## src/rtl/servo_pkg.sv

```systemverilog
// servo_pkg
// Shared definitions for the servo PWM generator and capture blocks:
// default timing constants, the clock-ticks-per-microsecond helper and
// the capture FSM state type.
package servo_pkg;

  localparam int DEFAULT_CLK_HZ             = 50_000_000;
  localparam int DEFAULT_PULSE_SIGNAL_US    = 20_000;
  localparam int DEFAULT_MIN_PULSE_WIDTH_US = 1_000;
  localparam int DEFAULT_MAX_PULSE_WIDTH_US = 2_000;

  // Clock frequency must be a whole number of MHz for this to be exact.
  function automatic int ticks_per_us(input int clk_hz);
    return clk_hz / 1_000_000;
  endfunction

  typedef enum logic [1:0] {
    ARM,
    WAIT_RISE,
    HIGH
  } cap_state_t;

endpackage

```

## src/rtl/sync_edge_detect.sv

```systemverilog
// sync_edge_detect
// Two-flop synchroniser for an asynchronous level plus a one-cycle-delayed
// copy, giving single-cycle rise/fall strobes in the clk domain.
// Ports:
//   clk    : system clock
//   rst    : asynchronous active-high reset (all flops to 0)
//   raw    : asynchronous input level
//   synced : synchronised level
//   rise   : one-cycle strobe, synced went 0 -> 1
//   fall   : one-cycle strobe, synced went 1 -> 0
module sync_edge_detect (
  input  logic clk,
  input  logic rst,
  input  logic raw,
  output logic synced,
  output logic rise,
  output logic fall
);

  logic meta;
  logic sync_q;
  logic prev_q;

  always_ff @(posedge clk or posedge rst) begin
    if (rst) begin
      meta   <= 1'b0;
      sync_q <= 1'b0;
      prev_q <= 1'b0;
    end else begin
      meta   <= raw;
      sync_q <= meta;
      prev_q <= sync_q;
    end
  end

  assign synced = sync_q;
  assign rise   = sync_q & ~prev_q;
  assign fall   = ~sync_q & prev_q;

endmodule

```

## src/rtl/servo_pwm_capture.sv

```systemverilog
// servo_pwm_capture
// Measures the high time of an RC/servo PWM input in microseconds and
// publishes one validated width per frame. Out-of-range pulses raise a
// one-cycle range_err instead, and lack of rising edges for TIMEOUT_US
// raises signal_lost until the next accepted pulse.
// Ports:
//   clk         : system clock (CLK_HZ)
//   rst         : asynchronous active-high reset
//   pwm_in      : asynchronous PWM input
//   width_us    : last accepted pulse width in microseconds
//   valid       : one-cycle strobe, width_us was just updated
//   range_err   : one-cycle strobe, completed pulse was outside [MIN, MAX]
//   signal_lost : level, no rising edge seen for TIMEOUT_US
module servo_pwm_capture
  import servo_pkg::*;
#(
  parameter int CLK_HZ             = DEFAULT_CLK_HZ,
  parameter int PULSE_SIGNAL_US    = DEFAULT_PULSE_SIGNAL_US,
  parameter int MIN_PULSE_WIDTH_US = DEFAULT_MIN_PULSE_WIDTH_US,
  parameter int MAX_PULSE_WIDTH_US = DEFAULT_MAX_PULSE_WIDTH_US,
  parameter int TIMEOUT_US         = 2 * PULSE_SIGNAL_US
) (
  input  logic        clk,
  input  logic        rst,
  input  logic        pwm_in,
  output logic [15:0] width_us,
  output logic        valid,
  output logic        range_err,
  output logic        signal_lost
);

  localparam int TICKS_PER_US = ticks_per_us(CLK_HZ);
  localparam int PW  = (TICKS_PER_US > 1) ? $clog2(TICKS_PER_US) : 1;
  localparam int PW1 = PW + 1;

  localparam logic [PW-1:0] PRESC_LAST     = PW'(TICKS_PER_US - 1);
  localparam logic [PW:0]   HALF_TICKS     = PW1'(TICKS_PER_US / 2);
  localparam logic [16:0]   TIMEOUT_LIMIT  = 17'(TIMEOUT_US);
  localparam logic [16:0]   TIMEOUT_BEFORE = 17'(TIMEOUT_US - 1);
  localparam logic [16:0]   MIN_W          = 17'(MIN_PULSE_WIDTH_US);
  localparam logic [16:0]   MAX_W          = 17'(MAX_PULSE_WIDTH_US);

  logic          synced;
  logic          rise;
  logic          fall;
  logic [PW-1:0] presc;
  logic          us_tick;
  logic [15:0]   high_us;
  logic [16:0]   idle_us;
  logic [1:0]    settle;
  logic          settled;
  logic          timeout_hit;
  logic [PW:0]   ticks_in_us;
  logic [16:0]   width_round;
  logic          in_range;
  logic          report_valid;
  logic          report_err;
  cap_state_t    state;
  cap_state_t    state_next;

  sync_edge_detect u_sync (
    .clk    (clk),
    .rst    (rst),
    .raw    (pwm_in),
    .synced (synced),
    .rise   (rise),
    .fall   (fall)
  );

  // A rise restarts the microsecond grid, so no tick is issued on that cycle.
  assign us_tick = ~rise && (presc == PRESC_LAST);

  always_ff @(posedge clk or posedge rst) begin
    if (rst) begin
      presc <= '0;
    end else if (rise || presc == PRESC_LAST) begin
      presc <= '0;
    end else begin
      presc <= presc + PW'(1);
    end
  end

  always_ff @(posedge clk or posedge rst) begin
    if (rst) begin
      high_us <= '0;
      idle_us <= '0;
    end else if (rise) begin
      high_us <= '0;
      idle_us <= '0;
    end else if (us_tick) begin
      if (synced && high_us != 16'hFFFF) begin
        high_us <= high_us + 16'd1;
      end
      if (idle_us < TIMEOUT_LIMIT) begin
        idle_us <= idle_us + 17'd1;
      end
    end
  end

  // The synchroniser needs a few cycles after reset before synced/prev
  // reflect the pin; ARM must not treat the reset value 0 as a real low,
  // otherwise a pulse already in progress would be reported.
  always_ff @(posedge clk or posedge rst) begin
    if (rst) begin
      settle <= '0;
    end else if (settle != 2'd3) begin
      settle <= settle + 2'd1;
    end
  end

  assign settled = (settle == 2'd3);

  // Loss is an event at the moment idle_us reaches the limit; idle_us then
  // saturates so the FSM is not pushed back to ARM every cycle.
  assign timeout_hit = us_tick && (idle_us == TIMEOUT_BEFORE);

  // The fall cycle itself is one more elapsed tick not yet in presc, which
  // makes the half-microsecond comparison land exactly on round-half-up.
  assign ticks_in_us = {1'b0, presc} + PW1'(1);
  assign width_round = {1'b0, high_us} + ((ticks_in_us >= HALF_TICKS) ? 17'd1 : 17'd0);
  assign in_range    = (width_round >= MIN_W) && (width_round <= MAX_W);

  always_ff @(posedge clk or posedge rst) begin
    if (rst) begin
      state <= ARM;
    end else begin
      state <= state_next;
    end
  end

  always_comb begin
    state_next   = state;
    report_valid = 1'b0;
    report_err   = 1'b0;
    if (timeout_hit) begin
      state_next = ARM;
    end else begin
      case (state)
        ARM: begin
          if (settled && !synced) begin
            state_next = WAIT_RISE;
          end
        end
        WAIT_RISE: begin
          if (rise) begin
            state_next = HIGH;
          end
        end
        HIGH: begin
          if (fall) begin
            if (in_range) begin
              report_valid = 1'b1;
            end else begin
              report_err = 1'b1;
            end
            state_next = WAIT_RISE;
          end
        end
        default: begin
          state_next = ARM;
        end
      endcase
    end
  end

  always_ff @(posedge clk or posedge rst) begin
    if (rst) begin
      width_us    <= '0;
      valid       <= 1'b0;
      range_err   <= 1'b0;
      signal_lost <= 1'b1;
    end else begin
      valid     <= report_valid;
      range_err <= report_err;
      if (report_valid) begin
        width_us <= width_round[15:0];
      end
      if (timeout_hit) begin
        signal_lost <= 1'b1;
      end else if (report_valid) begin
        signal_lost <= 1'b0;
      end
    end
  end

endmodule
```

## config.mk

```make
export PLATFORM = sky130hd
export DESIGN_NAME = servo_pwm_capture
export DESIGN_NICKNAME = d
export VERILOG_FILES = /design/src/rtl/servo_pkg.sv /design/src/rtl/sync_edge_detect.sv /design/src/rtl/servo_pwm_capture.sv
export SDC_FILE = /design/constraint.sdc
export NUM_CORES = 1
export LEC_CHECK = 0
export CAP_MARGIN = 20
export CORE_AREA = 2 2 93 95
export DETAILED_ROUTE_END_ITERATION = 8
export DIE_AREA = 0 0 95 97
export PLACE_DENSITY = 0.58
export SETUP_SLACK_MARGIN = 0.02
export SYNTH_ARGS = -nofsm -noshare
export SYNTH_HDL_FRONTEND = slang
export SYNTH_SLANG_ARGS = --single-unit
```

## constraint.sdc

```tcl
create_clock -name clk -period 9.4 [get_ports clk]
set_input_delay 2.82 -clock clk [delete_from_list [all_inputs] [get_ports clk]]
set_output_delay 2.82 -clock clk [all_outputs]
set_load 0.005 [all_outputs]
```

==> results of run 1 <==
## cell type report
type / count / area [um2] / area share
flip-flops and latches: 65 / 1630 / 0.397
multi-input cells: 275 / 1820 / 0.444
repair buffers: 25 / 241 / 0.0588
clock inverters: 5 / 104 / 0.0253
inverters: 12 / 45.0 / 0.0110
well taps: 105 / 131 / 0.0320
clock buffers: 11 / 131 / 0.0320
## synth_stat cells, drive strengths merged (3+ instances only)
cell,instances,area share
and3,10,0.017
o21ai,11,0.015
a211oi,3,0.0063
o31ai,3,0.0063
nor2b,5,0.0087
a21oi,19,0.026
or2,3,0.0052
xor2,9,0.022
nand2,27,0.028
o211ai,3,0.0063
nor2,42,0.044
mux2,13,0.041
nand4,10,0.017
a31oi,6,0.010
nand3,16,0.024
inv,12,0.013
buf,15,0.022
or4,5,0.010
clkbuf,7,0.0073
or3,7,0.012
mux2i,4,0.011
ha,9,0.031
nor4,5,0.013
nand4b,3,0.0073
nor3,10,0.015
dfrtp,64,0.44
xnor2,19,0.046
## flip-flops by register name, indices dropped and copies added, names as in the netlist, 2 cells and up
signal / cells
high_us: 16
idle_us: 17
presc: 6
settle: 2
state: 2
width_us: 16
## cells by family (layout without fill, tap and decap cells)
kind of cell	Yosys count	count (layout)
and+or+nand+nor	154	154
AOI/OAI and AO/OA	67	67
DFF	65	65
buffers and inverters	34	53
xor gates and xnor gates	28	28
muxes	17	17
adders and majority gates	9	9
## layer usage
metal  up-vias  GRT usage  wire length (um)
li1       1381          -                 -
met1      1367      0.246              3700
met2        47      0.285              3720
met3         9     0.0304               195
met4         0     0.0691                95
met5         -          0                 0
## power by group
part,leakage (nW),internal (mW),switching [mW],total (mW)
clock network,0.118,0.176,0.107,0.283
logic,0.721,0.0192,0.0293,0.0485
registers,0.877,0.290,0.0138,0.304
## path summary, 6_finish.rpt
| path | startpoint | endpoint | slack [ps] | cells after the start |
|---|---|---|---|---|
| worst min register to register | u_sync.meta$_DFF_PP0_ | u_sync.synced$_DFF_PP0_ | 350 | 0 |
| worst min-delay path | u_sync.meta$_DFF_PP0_ | u_sync.synced$_DFF_PP0_ | 350 | 0 |
| min in group asynchronous | rst | width_us[13]$_DFFE_PP0P_ | 3060 | 3 |
| worst max-delay path | signal_lost$_DFFE_PP1P_ | signal_lost | 5220 | 1 |
| max in group asynchronous | rst | high_us[8]$_DFFE_PP0P_ | 5810 | 3 |
| worst max register to register | presc[0]$_DFF_PP0_ | width_us[3]$_DFFE_PP0P_ | 5400 | 16 |
## through the flow
stage | instance area (um2) | worst slack (ps) | hold WS [ps]
2_1_floorplan | 3600 | 4960 | 331
3_5_place_dp | 3850 | 5060 | 338
3_3_place_gp | 3850 | 5270 | 336
4_1_cts | 4090 | 5020 | 354
5_1_grt | 4100 | 5060 | 357
6_report | 4100 | 5220 | 352
==> qor.yml, run 1 <==
run_status:
  status: "finished, final reports clean"
grt:
  antenna_found_initial: 0
  overflow: 0
  grt_first_pass_wirelength_um: 13300
  grtUsageTotal: 0.180
  grt_start_max_net_pins: 66
  first_global_vias: 2806
clock_tree:
  post_cts_resize_count: 0
  cts_made_buffers: 9
  worst_skew_pair.late_latency_ps: 340
  cts_max_path_buffers: 2
  tritoncts_clock_tree: "done"
  path_clk_slew_ps: 70
  cts_root_buffer: "sky130_fd_sc_hd__clkbuf_8"
  clock_tree.htree_level_count: 3
  ctsHoldBuffers: 0
  count_of_clock_tree_sinks: 65
  cts_post_setup_buffers_inserted: 0
sta:
  setup_repair_after_global_routing_missed_its_margin: "false"
  finalSetupTns_ps: 0
  max_slew.worst_pin.slew_ps: 863
  layout_min_cycle_time_ps: 4180
  final.setup_skew_ps: 8.34
  final-hold-violation-count: 0
  final_slew_violations: 0
  setup_viol_count_final: 0
  timing.slew.headroom: 0.419
  final_min_period_over_clock_period: 0.445
  max_freq_ghz: 0.239
layout:
  layoutNonFillerInstCount: 498
  antennaDiodeCount: 0
  commonest_non_fill_non_tap_cells_in_the_layout: "64 x sky130_fd_sc_hd__dfrtp_1, 41 x sky130_fd_sc_hd__nor2_1, 27 x sky130_fd_sc_hd__nand2_1, 21 x sky130_fd_sc_hd__clkdlybuf4s50_1"
  syn2layout_area_growth_pct: 14.0
  layout-drive-gt1-share: 0.112
  layout.nets: 400
  fin_util: 0.505
  fillerInstances: 766
  layout.cells.most_common: "sky130_fd_sc_hd__dfrtp_1"
yosys:
  postSynthAreaPerCell_um2: 9.62
  ys_ff_latch: 65
  synth_xor_area_frac: 0.0681
  synth_top_family_by_area: "simple AND/OR/NAND/NOR gates"
  syn_inst: 374
  synth.yosys.seq_area_share: 0.452
  synth-compound-area-share: 0.126
  synth_async_sr_flop_share: 1.00
  synth_fa_ha_area_frac: 0.0313
  synthMuxAreaShare: 0.0518
  mappedNetlistArea_mm2: 0.00360
  synth_simple_gate_area_frac: 0.229
  synthFlopType: "sky130_fd_sc_hd__dfrtp_1"
  synthesis.nets: 386
  synth_cell_type_count: 62
  synth-edff-count: 0
  yosys_warnings: 0
floorplanning:
  std_cell_rows: 33
  floorplan.initialDensity: 0.443
  core-area_mm2: 0.00813
  die_y_um: 97
  chipWidth_um: 95
  die_area_mm2: 0.00922
  io_pins: 22
drt:
  route.final.wire_length_um: 7710
  drtAntennaViolNets: 0
  detail_route.first_pass.iterations: 4
  detail_route.wl_per_cell_um: 15.5
  dr_total_vias: 2804
  drt-vias-per-instance: 5.63
  route.detailed.drc: 0
  initialDrtViolationCount: 143
setup_path:
  cp.arrival_ps: 1360
  kind_of_cell_adding_the_most_delay_to_the_critical_path: "flip-flops"
  slowest_delay_ps: 530
  crit_path_max_fanout: 2
  critical_path_cell_sequence: "clkdlybuf4s50_1"
  timing.critical_path.to_type: "output port"
  critPathRequiredTime_ps: 6580
  worst-path-buf-inv: 1
  worst_setup_path_class: "flip-flop to output port"
  slowest_stage: "sky130_fd_sc_hd__dfstp_2"
  setup.worst_path.start_class: "flip-flop"
power_and_ir_drop:
  totalPowerFinal_uw: 635
  power.static_leakage_nw: 1.72
  power_density_mw_per_mm2: 155
  max-vdd-ir-drop_mv: 0.108
hold_path:
  worst_hold_path_type: "flip-flop to flip-flop"
placement:
  portBuffers: 21
  dp.cells: 480
  detailed_place_hpwl_um: 5250
  gp_congestion: 0.797
run:
  max-cap-violations: 0
No activity file was read; power rests on OpenSTA's default activity.
==> inputs of run 2 (changes only) <==
--- a/config.mk
+++ b/config.mk
@@ -9,7 +9,7 @@
 export CORE_AREA = 2 2 93 95
 export DETAILED_ROUTE_END_ITERATION = 8
 export DIE_AREA = 0 0 95 97
-export PLACE_DENSITY = 0.58
+export PLACE_DENSITY = 0.6
 export SETUP_SLACK_MARGIN = 0.02
 export SYNTH_ARGS = -nofsm -noshare
 export SYNTH_HDL_FRONTEND = slang
==> constraint.sdc (replaced) <==
create_clock -name clk -period 3.51 [get_ports clk]
set_input_delay 1.053 -clock clk [delete_from_list [all_inputs] [get_ports clk]]
set_output_delay 1.053 -clock clk [all_outputs]
set_load 0.005 [all_outputs]
==> run 2 against run 1 <==
Against the previous run:
- the flow now finishes with violations (setup timing)
- clock skew rose by 3.2 ps
- total power grew to 2.6 times the previous value
- sequential share of layout area fell by 2.6 points
- critical path type is now flip-flop to flip-flop
- highest routed layer unchanged
==> qor.yml, run 2 (synthesized netlist as in run 1, its figures left out) <==
run_status:
  status: "complete, but fails checks"  # was finished, final reports clean
  violations: "setup timing"
grt:
  first_global_vias: 2828  # was 2806
  grtUsageTotal: 0.190  # was 0.180
  grt_first_pass_wirelength_um: 13800  # was 13300 um
  grt_start_max_net_pins: 66  # unchanged
  overflow: 0  # unchanged
  antenna_found_initial: 0  # unchanged
hold_path:
  worst_hold_path.num_cells: 0  # unchanged
  hold_end: "u_sync.synced$_DFF_PP0_"  # unchanged
  worst_hold_startpoint: "u_sync.meta$_DFF_PP0_"  # unchanged
  worst_hold_path_type: "flip-flop to flip-flop"  # unchanged
drt:
  route.final.wire_length_um: 8140  # was 7710 um
  detail_route.wl_per_cell_um: 15.8  # was 15.5 um
  dr_total_vias: 2895  # was 2804
  initialDrtViolationCount: 207  # was 143
  route.detailed.drc: 0  # unchanged
  drtAntennaViolNets: 0  # unchanged
  detail_route.first_pass.iterations: 4  # unchanged
  drt-vias-per-instance: 5.63  # about the same
layout:
  layout.nets: 416  # was 400
  layout.cells.most_common: "sky130_fd_sc_hd__dfrtp_1"  # unchanged
  layout-drive-gt1-share: 0.205  # was 0.112
  syn2layout_area_growth_pct: 21.9  # was 14.0%
  fin_util: 0.540  # was 0.505
  layout_top_registers: "idle_us x17, high_us x16, width_us x16"  # unchanged
  commonest_non_fill_non_tap_cells_in_the_layout: "64 x sky130_fd_sc_hd__dfrtp_1, 41 x sky130_fd_sc_hd__nor2_1, 26 x sky130_fd_sc_hd__nand2_1, 21 x sky130_fd_sc_hd__clkdlybuf4s50_1, 18 x sky130_fd_sc_hd__a21oi_1"  # was 64 x sky130_fd_sc_hd__dfrtp_1, 41 x sky130_fd_sc_hd__nor2_1, 27 x sky130_fd_sc_hd__nand2_1, 21 x sky130_fd_sc_hd__clkdlybuf4s50_1
  fillerInstances: 714  # was 766
  antennaDiodeCount: 0  # unchanged
  largest_register_ffs: 17  # unchanged
  most_flops_register: "idle_us"  # unchanged
  postLayoutCellArea_mm2: 0.00439  # was 0.00410 mm2
placement:
  detailedPlace.worstSlack_ps: -109  # was 5060 ps
  gp_congestion: 0.797  # unchanged
  detailed_place_hpwl_um: 5420  # was 5250 um
  place_area_mm2: 0.00398  # was 0.00385 mm2
  portBuffers: 21  # unchanged
sta:
  final-hold-violation-count: 0  # unchanged
  timing.slew.headroom: 0.516  # was 0.419
  worst_hold_slack_ps: 357  # was 352 ps
  setup_viol_count_final: 10  # was 0
  final_slew_violations: 0  # unchanged
  post-route-worst-setup-slack_ps: -42.5  # was 5220 ps
  max_freq_ghz: 0.281
  final.setup_skew_ps: 11.6  # was 8.34 ps
  layout_min_cycle_time_ps: 3550
  setup_repair_after_global_routing_missed_its_margin: "true"  # was false
  final_min_period_over_clock_period: 1.01
  max_slew.worst_pin.slew_ps: 721  # was 863 ps
setup_path:
  worst-path-buf-inv: 2  # was 1
  critPathRequiredTime_ps: 3760  # was 6580 ps
  r2r_end: "width_us[1]$_DFFE_PP0P_"  # was width_us[3]$_DFFE_PP0P_
  setup.worst_path.start_class: "flip-flop"  # unchanged
  timing.critical_path.to_type: "flip-flop"  # was output port
  slowest_stage: "sky130_fd_sc_hd__dfrtp_1"  # was sky130_fd_sc_hd__dfstp_2
  crit_path_max_fanout: 5  # was 2
  cp.arrival_ps: 3800  # was 1360 ps
  regToRegSetupSlack_ps: -40  # was 5400 ps
  slowest_delay_ps: 410  # was 530 ps
  rr_worst_depth: 17  # was 16
  worst_setup_path_class: "flip-flop to flip-flop"  # was flip-flop to output port
  r2r-start: "presc[1]$_DFF_PP0_"  # was presc[0]$_DFF_PP0_
  critical_path_cell_sequence: "ha_2 -> xnor2_2 -> nand3_2 -> a21oi_1 -> nor2_1 -> a21oi_1 -> a31oi_1 -> ha_2 -> buf_6 -> ha_4 -> nand4_1 -> nor4_2 -> xnor2_1 -> nand4_1 -> nor4_4 -> buf_4 -> mux2_4"  # was clkdlybuf4s50_1
  kind_of_cell_adding_the_most_delay_to_the_critical_path: "simple AND/OR/NAND/NOR gates"  # was flip-flops
run:
  max-cap-violations: 0  # unchanged
floorplanning:
  chipWidth_um: 95  # unchanged
  io_pins: 22  # unchanged
  std_cell_rows: 33  # unchanged
  core-area_mm2: 0.00813  # unchanged
  die_area_mm2: 0.00922  # unchanged
  die_y_um: 97  # unchanged
  floorplan.initialDensity: 0.443  # unchanged
clock_tree:
  worst_skew_pair.late_latency_ps: 360  # was 340 ps
  path_clk_slew_ps: 80  # was 70 ps
  ctsHoldBuffers: 0  # unchanged
  cts_root_buffer: "sky130_fd_sc_hd__clkbuf_8"  # unchanged
  clock_tree.htree_level_count: 3  # unchanged
  count_of_clock_tree_sinks: 65  # unchanged
  cts_made_buffers: 9  # unchanged
  tritoncts_clock_tree: "done"  # unchanged
  cts_max_path_buffers: 2  # unchanged
power_and_ir_drop:
  power.static_leakage_nw: 1.85  # was 1.72 nW
  max-vdd-ir-drop_mv: 0.362  # was 0.108 mV
  power_density_mw_per_mm2: 378  # was 155 mW/mm2
==> run 2: cell types whose count changed in the layout (fill, tap and decap cells not counted), sizes merged <==
cell	before	now
bufinv	3	1
inv	12	13
buf	4	20
clkbuf	11	10
clkinv	2	4
==> run 2: cell type report <==
class	count	area, um2	share of cell area
multi-input cells	275	1990	0.453
well taps	105	131	0.0299
flip-flops and latches	65	1630	0.371
repair buffers	41	393	0.0895
inverters	12	45.0	0.0103
clock buffers	10	138	0.0314
clock inverters	6	66.3	0.0151
==> run 2: power breakdown <==
part | leakage (nW) | total (mW) | switching [mW] | internal, mW
logic | 0.872 | 0.179 | 0.0976 | 0.0812
clock network | 0.107 | 0.662 | 0.313 | 0.349
registers | 0.877 | 0.819 | 0.0433 | 0.776
==> run 2: routing by layer <==
| layer | vias up | wire length (um) | GRT usage |
|---|---|---|---|
| li1 | 1398 | - | - |
| met2 | 42 | 3990 | 0.284 |
| met1 | 1446 | 3780 | 0.263 |
| met3 | 9 | 278 | 0.0452 |
| met4 | 0 | 92 | 0.0803 |
| met5 | - | 0 | 0 |
==> run 2: how the worst max path moves through the flow <==
stage | start | end | slack [ps] | cells after the start
5_1_grt | presc[1]$_DFF_PP0_ | width_us[0]$_DFFE_PP0P_ | -310 | 17
3_5_place_dp | presc[0]$_DFF_PP0_ | width_us[1]$_DFFE_PP0P_ | -110 | 16
3_3_place_gp | presc[0]$_DFF_PP0_ | width_us[0]$_DFFE_PP0P_ | 40 | 16
2_1_floorplan | presc[0]$_DFF_PP0_ | width_us[0]$_DFFE_PP0P_ | 30 | 16
6_report | presc[1]$_DFF_PP0_ | width_us[1]$_DFFE_PP0P_ | -40 | 17
4_1_cts | presc[1]$_DFF_PP0_ | width_us[9]$_DFFE_PP0P_ | 20 | 18
==> run 2: what timing repair did <==
item	CTS	global route
hold endpoints to repair	0	0
resized for setup	12	23
setup buffers	2	4
endpoints found under the setup margin	16	18
pin swaps	3	10
cloned	0	0
==> run 2: per-stage QoR <==
stage / instances / TNS (ps) / total power, mW
after CTS: 510 / 0 / 1.64
after detailed placement: 492 / -814 / 0.966
after global placement: 492 / 0 / 0.961
after floorplan: 374 / 0 / 0.921
final: 514 / -325 / 1.66
after global routing: 514 / -4810 / 1.74
==> run 2: worst register-to-register path, cell delays in order, from the launching register on <==
cell and delay [ps]:
sky130_fd_sc_hd__dfrtp_1 410, sky130_fd_sc_hd__ha_2 220, sky130_fd_sc_hd__xnor2_2 150, sky130_fd_sc_hd__nand3_2 90, sky130_fd_sc_hd__a21oi_1 70, sky130_fd_sc_hd__nor2_1 100, sky130_fd_sc_hd__a21oi_1 70, sky130_fd_sc_hd__a31oi_1 160
sky130_fd_sc_hd__ha_2 260, sky130_fd_sc_hd__buf_6 120, sky130_fd_sc_hd__ha_4 150, sky130_fd_sc_hd__nand4_1 120, sky130_fd_sc_hd__nor4_2 320, sky130_fd_sc_hd__xnor2_1 180, sky130_fd_sc_hd__nand4_1 190, sky130_fd_sc_hd__nor4_4 310
sky130_fd_sc_hd__buf_4 210, sky130_fd_sc_hd__mux2_4 300
==> inputs of run 3 (changes only) <==
--- a/config.mk
+++ b/config.mk
@@ -6,9 +6,9 @@
 export NUM_CORES = 1
 export LEC_CHECK = 0
 export CAP_MARGIN = 20
-export CORE_AREA = 2 2 93 95
+export CORE_AREA = 3 3 94 96
 export DETAILED_ROUTE_END_ITERATION = 8
-export DIE_AREA = 0 0 95 97
+export DIE_AREA = 0 0 97 99
 export PLACE_DENSITY = 0.6
 export SETUP_SLACK_MARGIN = 0.02
 export SYNTH_ARGS = -nofsm -noshare
==> run 3 against run 2 <==
Against the previous run:
- global-route usage down 2.3 points
- the run now ends clean
- hold slack better by 8.9 ps
- sequential power down 0.5%
- sequential cell count unchanged
- combinational power down 20%
- die area up 4.2%
- fmax up 1.7%
- non-clock buffer count down 1
- count of clock-buffer cells in the layout down 1
- setup slack better by 61 ps
- critical path depth unchanged
- largest cell class unchanged
- total power up 8.7%
==> qor.yml, run 3 (synthesized netlist as in run 1, its figures left out) <==
placement:
  detailedPlace.worstSlack_ps: -153  # was -109 ps
  portBuffers: 21  # unchanged
  detailed_place_hpwl_um: 5290  # was 5420 um
  gp_congestion: 0.820  # was 0.797
floorplanning:
  io_pins: 22  # unchanged
  std_cell_rows: 33  # unchanged
  floorplan.initialDensity: 0.443  # unchanged
  chipWidth_um: 97  # was 95 um
  die_area_mm2: 0.00960  # was 0.00922 mm2
  core-area_mm2: 0.00813  # unchanged
  die_y_um: 99  # was 97 um
sta:
  setup_repair_after_global_routing_missed_its_margin: "true"  # unchanged
  final.setup_skew_ps: 9.30  # was 11.6 ps
  worst_hold_slack_ps: 366  # was 357 ps
  final_slew_violations: 0  # unchanged
  finalSetupTns_ps: 0  # was -325 ps
  setup_viol_count_final: 0  # was 10
  max_freq_ghz: 0.286  # was 0.281 GHz
  post-route-worst-setup-slack_ps: 18.4  # was -42.5 ps
  max_slew.worst_pin.slew_ps: 656  # was 721 ps
  final_min_period_over_clock_period: 0.995  # was 1.01
  layout_min_cycle_time_ps: 3490  # was 3550 ps
  final-hold-violation-count: 0  # unchanged
  timing.slew.headroom: 0.562  # was 0.516
clock_tree:
  tritoncts_clock_tree: "done"  # unchanged
  clock_tree.htree_level_count: 3  # unchanged
  worst_skew_pair.late_latency_ps: 340  # was 360 ps
  ctsHoldBuffers: 0  # unchanged
  cts_root_buffer: "sky130_fd_sc_hd__clkbuf_8"  # unchanged
  path_clk_slew_ps: 70  # was 80 ps
  cts_max_path_buffers: 2  # unchanged
  cts_made_buffers: 9  # unchanged
  count_of_clock_tree_sinks: 65  # unchanged
setup_path:
  critPathRequiredTime_ps: 3730  # was 3760 ps
  timing.critical_path.to_type: "flip-flop"  # unchanged
  rr_worst_depth: 17  # unchanged
  setup.worst_path.start_class: "flip-flop"  # unchanged
  cp.arrival_ps: 3710  # was 3800 ps
  r2r_end: "width_us[1]$_DFFE_PP0P_"  # unchanged
  worst_setup_path_class: "flip-flop to flip-flop"  # unchanged
  critical_path_cell_sequence: "inv_1 -> ha_1 -> nor2_1 -> nand3_1 -> a21oi_1 -> nor2_1 -> a21oi_1 -> a31oi_1 -> ha_2 -> ha_2 -> xnor2_2 -> a41oi_1 -> o211ai_1 -> nor4b_4 -> nor4_4 -> buf_4 -> mux2_1"  # was ha_2 -> xnor2_2 -> nand3_2 -> a21oi_1 -> nor2_1 -> a21oi_1 -> a31oi_1 -> ha_2 -> buf_6 -> ha_4 -> nand4_1 -> nor4_2 -> xnor2_1 -> nand4_1 -> nor4_4 -> buf_4 -> mux2_4
  slowest_delay_ps: 400  # was 410 ps
  worst-path-buf-inv: 2  # unchanged
  kind_of_cell_adding_the_most_delay_to_the_critical_path: "compound AO/OA/AOI/OAI gates"  # was simple AND/OR/NAND/NOR gates
  r2r-start: "presc[0]$_DFF_PP0_"  # was presc[1]$_DFF_PP0_
  regToRegSetupSlack_ps: 20  # was -40 ps
  slowest_stage: "sky130_fd_sc_hd__dfrtp_1"  # unchanged
  crit_path_max_fanout: 6  # was 5
drt:
  route.final.wire_length_um: 7560  # was 8140 um
  drtAntennaViolNets: 0  # unchanged
  detail_route.first_pass.iterations: 4  # unchanged
  initialDrtViolationCount: 163  # was 207
  detail_route.wl_per_cell_um: 14.7  # was 15.8 um
  route.detailed.drc: 0  # unchanged
  drt-vias-per-instance: 5.54  # was 5.63
  dr_total_vias: 2842  # was 2895
layout:
  commonest_non_fill_non_tap_cells_in_the_layout: "64 x sky130_fd_sc_hd__dfrtp_1, 41 x sky130_fd_sc_hd__nor2_1, 26 x sky130_fd_sc_hd__nand2_1, 21 x sky130_fd_sc_hd__clkdlybuf4s50_1, 19 x sky130_fd_sc_hd__a21oi_1"  # was 64 x sky130_fd_sc_hd__dfrtp_1, 41 x sky130_fd_sc_hd__nor2_1, 26 x sky130_fd_sc_hd__nand2_1, 21 x sky130_fd_sc_hd__clkdlybuf4s50_1, 18 x sky130_fd_sc_hd__a21oi_1
  most_flops_register: "idle_us"  # unchanged
  antennaDiodeCount: 0  # unchanged
  layout_top_registers: "idle_us x17, high_us x16, width_us x16"  # unchanged
  syn2layout_area_growth_pct: 21.2  # was 21.9%
  largest_register_ffs: 17  # unchanged
  layout.cells.most_common: "sky130_fd_sc_hd__dfrtp_1"  # unchanged
  layout-drive-gt1-share: 0.181  # was 0.205
  fin_util: 0.536  # was 0.540
  layout.nets: 415  # was 416
grt:
  grt_use_met3: 0.0318  # was 0.0452
  global_route.peak_usage_layer: "met2"  # unchanged
  grtUsageTotal: 0.167  # was 0.190
  first_global_vias: 2737  # was 2828
  antenna_found_initial: 0  # unchanged
  grt_util_met1: 0.245  # was 0.263
  grt_start_max_net_pins: 37  # was 66
  overflow: 0  # unchanged
  grt_first_pass_wirelength_um: 13300  # was 13800 um
  global_routing_met2_resource_utilization: 0.249  # was 0.284
hold_path:
  hold_end: "u_sync.synced$_DFF_PP0_"  # unchanged
  worst_hold_path_type: "flip-flop to flip-flop"  # unchanged
  worst_hold_path.num_cells: 0  # unchanged
  worst_hold_startpoint: "u_sync.meta$_DFF_PP0_"  # unchanged
power_and_ir_drop:
  power.static_leakage_nw: 1.88  # was 1.85 nW
  switching_fraction_of_total_power: 0.234  # was 0.273
  power_frac_clock: 0.469  # was 0.399
  netSwitchingPower_uw: 422  # was 454 uW
  totalPowerFinal_mw: 1.81  # was 1.66 mW
  power_density_mw_per_mm2: 414  # was 378 mW/mm2
  power.share.combinational: 0.080  # was 0.108
  intPower_mw: 1.38  # was 1.21 mW
  seq_power_share: 0.451  # was 0.493
  max-vdd-ir-drop_mv: 0.373  # was 0.362 mV
run_status:
  status: "finished, final reports clean"  # was complete, but fails checks
run:
  max-cap-violations: 0  # unchanged
[run 3: cell types whose count changed in the layout (fill, tap and decap cells not counted), sizes merged]
cell and delta:
buf -1, bufinv +3, clkbuf -1, clkinv -1, inv -1
[run 3: area by class of cell]
| class | instances | area, um2 |
|---|---|---|
| Clock buffer | 9 | 124 |
| Clock inverter | 7 | 143 |
| Fill cell | 712 | 3770 |
| Inverter | 12 | 45.0 |
| Multi-Input combinational cell | 275 | 1930 |
| Sequential cell | 65 | 1630 |
| Tap cell | 105 | 131 |
| Timing Repair Buffer | 40 | 365 |
[run 3: how the worst max path moves through the flow]
stage	from	end	slack [ps]	depth (start not counted)
final	presc[0]$_DFF_PP0_	width_us[1]$_DFFE_PP0P_	20	17
after CTS	presc[0]$_DFF_PP0_	width_us[8]$_DFFE_PP0P_	40	18
after detailed placement	presc[0]$_DFF_PP0_	width_us[1]$_DFFE_PP0P_	-150	16
after floorplan	presc[0]$_DFF_PP0_	width_us[0]$_DFFE_PP0P_	30	16
after global routing	presc[0]$_DFF_PP0_	width_us[1]$_DFFE_PP0P_	-250	18
after global placement	presc[0]$_DFF_PP0_	width_us[0]$_DFFE_PP0P_	20	16
[run 3: power by group through the flow]
| stage | Sequential (mW) | Clock (mW) | Combinational, mW |
|---|---|---|---|
| 2_1_floorplan | 0.816 | 0 | 0.105 |
| 3_3_place_gp | 0.825 | 0 | 0.138 |
| 3_5_place_dp | 0.826 | 0 | 0.140 |
| 4_1_cts | 0.813 | 0.872 | 0.144 |
| 5_1_grt | 0.821 | 0.905 | 0.167 |
| 6_report | 0.815 | 0.847 | 0.144 |
[run 3: what timing repair did]
| item | 4_1_cts | 5_1_grt |
|---|---|---|
| pin swaps | 6 | 1 |
| resized for setup | 12 | 6 |
| endpoints found under the setup margin | 17 | 18 |
| buffers inserted | 3 | 1 |
[run 3: through the flow]
step	area, um2	cells
after global routing	4360	513
after detailed placement	3970	493
final	4360	513
after floorplan	3610	374
after CTS	4320	512
after global placement	3970	493
[run 3: per-layer routing]
metal / share of wire / wire (um)
met5: 0 / 0
met2: 0.46 / 3450
met3: 0.042 / 316
met1: 0.49 / 3690
met4: 0.013 / 97
